File: config.mk
export PLATFORM = sky130hd
export DESIGN_NAME = net2_sync_filter_flat
export DESIGN_NICKNAME = d
export VERILOG_FILES = /design/src/rtl/net2_sync_filter_if.sv /design/src/rtl/net2_sync_filter.sv /design/src/flat_wrapper.sv
export SDC_FILE = /design/constraint.sdc
export NUM_CORES = 1
export LEC_CHECK = 0
export ABC_AREA = 1
export CAP_MARGIN = 10
export CORE_AREA = 2 2 39 41
export CTS_CLUSTER_DIAMETER = 40
export CTS_CLUSTER_SIZE = 8
export DETAILED_ROUTE_END_ITERATION = 12
export DIE_AREA = 0 0 41 43
export PLACE_DENSITY = 0.62
export SLEW_MARGIN = 40
export SYNTH_ARGS = -nofsm -noshare
export SYNTH_HDL_FRONTEND = slang
export SYNTH_SLANG_ARGS = --single-unit
export TNS_END_PERCENT = 1
File: constraint.sdc
create_clock -name CLK -period 1.2 [get_ports CLK]
set_input_delay 0.36 -clock CLK [delete_from_list [all_inputs] [get_ports CLK]]
set_output_delay 0.36 -clock CLK [all_outputs]
set_load 0.05 [all_outputs]
File: src/rtl/net2_sync_filter_if.sv
// net2_sync_filter_if
// Carries the two raw nets into the sync/debounce stage and the
// filtered levels and edge pulses back out.
//   IN1, IN2        raw asynchronous nets (driven by master)
//   OUT1, OUT2      filtered levels
//   RISE1/FALL1     one-cycle edge pulses, channel 1
//   RISE2/FALL2     one-cycle edge pulses, channel 2
//   CHANGE          OR of the four edge pulses
// The master modport is the side that drives the raw nets.
// The slave modport is the filter itself.
interface net2_sync_filter_if;
    logic IN1;
    logic IN2;
    logic OUT1;
    logic OUT2;
    logic RISE1;
    logic FALL1;
    logic RISE2;
    logic FALL2;
    logic CHANGE;

    modport master (
        output IN1, IN2,
        input  OUT1, OUT2, RISE1, FALL1, RISE2, FALL2, CHANGE
    );

    modport slave (
        input  IN1, IN2,
        output OUT1, OUT2, RISE1, FALL1, RISE2, FALL2, CHANGE
    );
endinterface

File: src/rtl/net2_sync_filter.sv
// net2_sync_filter
// Two independent channels. Each channel takes one raw asynchronous net
// through a SYNC_STAGES-deep synchronizer and then a debounce filter.
// The filter accepts a new level only after DEBOUNCE_CYCLES consecutive
// mismatching synchronized samples.
//   CLK   single clock
//   nRST  asynchronous reset, active-low
//   bus   slave side of net2_sync_filter_if:
//         IN1/IN2 raw nets in
//         OUT1/OUT2 filtered levels out
//         RISEx/FALLx and CHANGE one-cycle registered pulses out
// Every output is a flop, so no combinational path runs from IN to any output.
module net2_sync_filter #(
    parameter int SYNC_STAGES     = 2,
    parameter int DEBOUNCE_CYCLES = 4
) (
    input  logic                 CLK,
    input  logic                 nRST,
    net2_sync_filter_if.slave    bus
);

    localparam int CNT_W = (DEBOUNCE_CYCLES > 1) ? $clog2(DEBOUNCE_CYCLES) : 1;
    localparam logic [CNT_W-1:0] CNT_MAX = CNT_W'(DEBOUNCE_CYCLES - 1);

    logic [1:0] raw;
    logic [1:0] out_lvl;
    logic [1:0] rise;
    logic [1:0] fall;
    logic       change_q;

    assign raw = {bus.IN2, bus.IN1};

    for (genvar ch = 0; ch < 2; ch++) begin : ch_g
        logic [SYNC_STAGES-1:0] sync_q;
        logic [CNT_W-1:0]       cnt_q, cnt_d;
        logic                   out_q, out_d;
        logic                   rise_q, rise_d;
        logic                   fall_q, fall_d;
        logic                   s_n;

        assign s_n = sync_q[SYNC_STAGES-1];

        always_comb begin
            cnt_d  = cnt_q;
            out_d  = out_q;
            rise_d = 1'b0;
            fall_d = 1'b0;
            if (s_n == out_q) begin
                cnt_d = '0;
            end else if (cnt_q != CNT_MAX) begin
                cnt_d = cnt_q + 1'b1;
            end else begin
                out_d  = s_n;
                cnt_d  = '0;
                rise_d = s_n;
                fall_d = ~s_n;
            end
        end

        always_ff @(posedge CLK or negedge nRST) begin
            if (!nRST) begin
                sync_q <= '0;
                cnt_q  <= '0;
                out_q  <= 1'b0;
                rise_q <= 1'b0;
                fall_q <= 1'b0;
            end else begin
                sync_q <= {sync_q[SYNC_STAGES-2:0], raw[ch]};
                cnt_q  <= cnt_d;
                out_q  <= out_d;
                rise_q <= rise_d;
                fall_q <= fall_d;
            end
        end

        assign out_lvl[ch] = out_q;
        assign rise[ch]    = rise_q;
        assign fall[ch]    = fall_q;
    end

    // CHANGE is registered from the next-state pulses.
    // This keeps it on the same edge as the RISE/FALL flops.
    always_ff @(posedge CLK or negedge nRST) begin
        if (!nRST) begin
            change_q <= 1'b0;
        end else begin
            change_q <= ch_g[0].rise_d | ch_g[0].fall_d |
                        ch_g[1].rise_d | ch_g[1].fall_d;
        end
    end

    assign bus.OUT1   = out_lvl[0];
    assign bus.OUT2   = out_lvl[1];
    assign bus.RISE1  = rise[0];
    assign bus.FALL1  = fall[0];
    assign bus.RISE2  = rise[1];
    assign bus.FALL2  = fall[1];
    assign bus.CHANGE = change_q;

endmodule
File: src/flat_wrapper.sv
// flat-port wrapper written by rule: the top's interface ports become plain ports
module net2_sync_filter_flat 
#(
    parameter int SYNC_STAGES     = 2,
    parameter int DEBOUNCE_CYCLES = 4
)
  (CLK, nRST, bus_IN1, bus_IN2, bus_OUT1, bus_OUT2, bus_RISE1, bus_FALL1, bus_RISE2, bus_FALL2, bus_CHANGE);
  net2_sync_filter_if bus_i ();
  input  logic CLK;
  input  logic nRST;
  input wire logic [$bits(bus_i.IN1)-1:0] bus_IN1;
  input wire logic [$bits(bus_i.IN2)-1:0] bus_IN2;
  output wire logic [$bits(bus_i.OUT1)-1:0] bus_OUT1;
  output wire logic [$bits(bus_i.OUT2)-1:0] bus_OUT2;
  output wire logic [$bits(bus_i.RISE1)-1:0] bus_RISE1;
  output wire logic [$bits(bus_i.FALL1)-1:0] bus_FALL1;
  output wire logic [$bits(bus_i.RISE2)-1:0] bus_RISE2;
  output wire logic [$bits(bus_i.FALL2)-1:0] bus_FALL2;
  output wire logic [$bits(bus_i.CHANGE)-1:0] bus_CHANGE;
  assign bus_i.IN1 = bus_IN1;
  assign bus_i.IN2 = bus_IN2;
  assign bus_OUT1 = bus_i.OUT1;
  assign bus_OUT2 = bus_i.OUT2;
  assign bus_RISE1 = bus_i.RISE1;
  assign bus_FALL1 = bus_i.FALL1;
  assign bus_RISE2 = bus_i.RISE2;
  assign bus_FALL2 = bus_i.FALL2;
  assign bus_CHANGE = bus_i.CHANGE;
  net2_sync_filter #(.SYNC_STAGES(SYNC_STAGES), .DEBOUNCE_CYCLES(DEBOUNCE_CYCLES)) u_core (.CLK(CLK), .nRST(nRST), .bus(bus_i));
endmodule
# Yosys cells after proc, flatten, opt, wreduce, memory -nomap -nowiden
# Cells that the tools add are included.
[totals] register_bits=15 latch_bits=0 ramBits=0 romBits=0 output_inout_bits=7 memories=0
[classes] n_addsub=2 n_mul=0 div=0 magnitude_cmp=0 n_eq_ne=4 n_shift=0 mux=12 bitwise_logic=9 reduce_logical=2
[ops] cell="1-bit two-way mux" count=8
[ops] cell="2-bit two-way mux" count=4
[ops] cell="1-bit inverter" count=6
[ops] cell="2-bit by 1-bit adder with 2-bit output (second input constant)" count=2
[ops] cell="2-bit != test (second input constant)" count=2
[ops] cell="2-bit AND reduction" count=2
[ops] cell="1-bit OR" count=3
[ops] cell="1-bit == test" count=2

# Logic depth before layout (Yosys ltp)
[depth] word_depth=6 depth_mapped=5

# Worst setup path before layout
# OpenSTA, ideal clock, no wires.
[synth_path] path_type="reg2reg" startpoint="register u_core.ch_g[0].out_q (netlist: u_core.bus.OUT1)" endpoint="register u_core.ch_g[0].cnt_q[0]" arrival_ns=0.950 setup_slack_ns=0.135 stages_incl_launch_ff=6 path_buffers=0 cell_sequence="dfrtp_1 > inv_1 > nand2_1 > nand2_1 > inv_1 > nor2_1"
[synth_via] elab_chain_len=2
[synth_lines] element="start: declaration" line="net2_sync_filter.sv:36" rtl="logic out_q, out_d;"
[synth_lines] element="start signal: assignment" line="net2_sync_filter.sv:70" rtl="out_q <= out_d;"
[synth_lines] element="1-bit == test" line="net2_sync_filter.sv:48" rtl="if (s_n == out_q) begin"
[synth_lines] element="2-bit two-way mux" line="net2_sync_filter.sv:48"
[synth_lines] element="net u_core.ch_g[0].cnt_d[0]" line="net2_sync_filter.sv:35" rtl="logic [CNT_W-1:0] cnt_q, cnt_d;"
[synth_lines] element="end signal: assignment" line="net2_sync_filter.sv:69" rtl="cnt_q <= cnt_d;"
[synth_lines] element="end: declaration" line="net2_sync_filter.sv:35"
# The timed path passes the listed nets, and every way through them passes these cells.
# A chain may end at the register's enable or synchronous reset.

# Worst setup path in the final report
[layout_path] startpoint="register u_core.ch_g[0].out_q (netlist: u_core.bus.OUT1)" endpoint="output port bus_OUT1"
[layout_rtl] element="end: declaration" line="flat_wrapper.sv:13" rtl="output wire logic [$bits(bus_i.OUT1)-1:0] bus_OUT1;"
# No word-level cell between the ends.

==> impl_metrics.json <==
{
  "status": "complete, but fails checks",
  "violations": "setup timing",
  "timing.fmax_ghz": 0.827,
  "grt.overflow.total": 0,
  "cts_resized": 0,
  "max-slew-margin-rel_pct": 87.9,
  "hold_viol": 0,
  "netlist_area_um2": 542,
  "gp_congestion": 0.629,
  "max_stage_delay_ns": 0.42,
  "ys_top_cells_by_area": "dfrtp_1, inv_1, nand2_1",
  "worst_hold_path_type": "flop to flop",
  "rsz0062_at_grt": "true",
  "core_area_um2": 1380,
  "drtIter0Drc": 1,
  "post-synth-top-area-cell": "dfrtp_1",
  "slowest_stage": "dfrtp_1",
  "synth_top_area_share_pct": 69.3,
  "drc": 0,
  "yosys_warnings": 0,
  "clockBufferDepth": 2,
  "path_clk_slew_ns": 0.09,
  "ir_drop_v": 0.000780,
  "final_util_pct": 57.1,
  "required_ns": 0.84,
  "drive_gt1_share_pct": 21.4,
  "syn_area_per_cell_um2": 10.4,
  "nNetsFinal": 77,
  "start_util_pct": 39.2,
  "die_y_um": 43,
  "synth_seq_area_share_pct": 69.3,
  "p_leak_nw": 0.430,
  "synth_cell_types": 8,
  "fill_cells": 110,
  "finalSetupViolCount": 2,
  "seqCellArea_um2": 375,
  "cpLargestDelayFamily": "flip-flops",
  "path_class": "flop to output pin",
  "fin_crit_sh_pct": 101,
  "syn_nets": 58,
  "fin_crit_ns": 1.21,
  "power.density_nw_per_um2": 2070,
  "grt_max_degree": 16,
  "cp_max_fo": 2,
  "dr.pass1.iters": 3,
  "area_growth_pct": 45.7,
  "fp-row-count": 14,
  "tightest_slew_ns": 0.182,
  "hpwl_um": 534,
  "setup_slack_ns": -0.00960,
  "cap_violations": 0,
  "cts_tree": "yes",
  "slew_viol_final": 0,
  "crit_chain": "buf_12",
  "via_per_inst": 4.13,
  "synthCells": 52,
  "finClkSkew_ns": 0.00304,
  "setup_tns_ns": -0.0182,
  "critPathBufInv": 1,
  "drt_wl_total_um": 676,
  "cts-htree-levels": 1,
  "cts-root-buf": "clkbuf_4",
  "numCtsBuffers": 3,
  "portBuffers": 10,
  "vias": 355,
  "die_area_um2": 1760,
  "cp.arrival_ns": 0.85,
  "wl_per_cell_um": 7.86,
  "end_kind": "output pin",
  "first_global_vias": 317,
  "antenna_left": 0,
  "antenna_found_initial": 0,
  "clk_latency_ns": 0.27,
  "ioPinCount": 11,
  "die_x_um": 41,
  "multiInputGateArea_um2": 121,
  "start_kind": "flop",
  "diodes": 0,
  "grt_pass1_wl_um": 1120,
  "cts_sinks": 15,
  "ys_seq_elements": 15,
  "grt.total_usage_pct": 10.2
}
final cells by class:
cell class                      count  share of cell area, %
Clock buffer                        3                   2.85
Clock inverter                      1                  0.634
Inverter                           12                   5.71
Multi-Input combinational cell     25                   15.4
Sequential cell                    15                   47.5
Tap cell                           16                   2.54
Timing Repair Buffer               14                   25.4
per-stage QoR:
| step | std cells | setup slack, ns | instance area [µm²] | power (mW) | hold slack, ns |
|---|---|---|---|---|---|
| finish | 86 | -0.00960 | 790 | 1.64 | 0.353 |
| global route | 86 | -0.0527 | 790 | 1.75 | 0.378 |
| CTS | 85 | -0.0289 | 782 | 1.64 | 0.356 |
| detailed placement | 79 | 0.198 | 739 | 1.32 | 0.335 |
| global placement | 79 | 0.221 | 739 | 1.30 | 0.333 |
| floorplan | 52 | 0.135 | 542 | 1.02 | 0.0644 |
routing by layer:
layer  vias up  wire length [µm]  share of wire [%]  global-route usage, %
met5         -                 0                  0                      0
met4         0                 9                1.3                   6.00
met3         2                39                5.8                   6.28
met2         9               332                 49                   15.0
met1       157               295                 44                   10.4
li1        187                 -                  -                      -
Yosys cell counts:
master / count
nand2_1: 11
o21ai_0: 2
dfrtp_1: 15
nand3_1: 2
or2_0: 2
ha_1: 2
inv_1: 12
nor2_1: 6
state kept, by name, indices dropped and copies added (netlist names):
| name | cells |
|---|---|
| u_core.bus.FALL1 | 1 |
| u_core.bus.FALL2 | 1 |
| u_core.ch_g.cnt_q | 4 |
| u_core.bus.RISE2 | 1 |
| u_core.bus.RISE1 | 1 |
| u_core.bus.OUT2 | 1 |
| u_core.bus.OUT1 | 1 |
| u_core.bus.CHANGE | 1 |
| u_core.ch_g.sync_q | 4 |
logic make-up (layout without fill, tap and decap cells):
logic type	count (synthesis)	count (layout)	synth area share [%]
AO/OA/AOI/OAI	2	2	1.85
adder cells (fa/ha/maj)	2	2	4.62
buffers and inverters	12	30	8.31
flip-flops	15	15	69.3
AND/OR/NAND/NOR	21	21	15.9
path summary, 6_finish.rpt:
check	end	slack (ns)	cells after the start	from
max in group asynchronous	u_core.bus.FALL1	0.65	2	nRST
min in group asynchronous	u_core.bus.RISE1	0.39	2	nRST
max	bus_OUT1	-0.01	1	u_core.bus.OUT1
max reg2reg	u_core.ch_g[0].cnt_q[0]	0.14	7	u_core.bus.OUT1
min	u_core.ch_g[0].sync_q[1]	0.35	0	u_core.ch_g[0].sync_q[0]
min reg2reg	u_core.ch_g[0].sync_q[1]	0.35	0	u_core.ch_g[0].sync_q[0]
what timing repair did:
item | CTS | global route
endpoints found under the setup margin | 5 | 7
buffers inserted | 2 | 1
hold buffers | 0 | 0
cell usage in the layout, fill, tap and decap left out, types with 3 or more instances in the layout:
cell	count
buf_12	7
buf_4	4
clkbuf_4	3
clkdlybuf4s50_1	3
dfrtp_1	15
inv_1	12
nand2_1	11
nor2_1	6
power breakdown:
part	leakage [nW]	switching, mW	total, mW	internal [mW]
registers	0.193	0.0689	0.677	0.608
clock network	0.0177	0.150	0.273	0.123
logic	0.219	0.352	0.685	0.333
total	0.430	0.571	1.64	1.06
(Power assumes the default switching activity.)
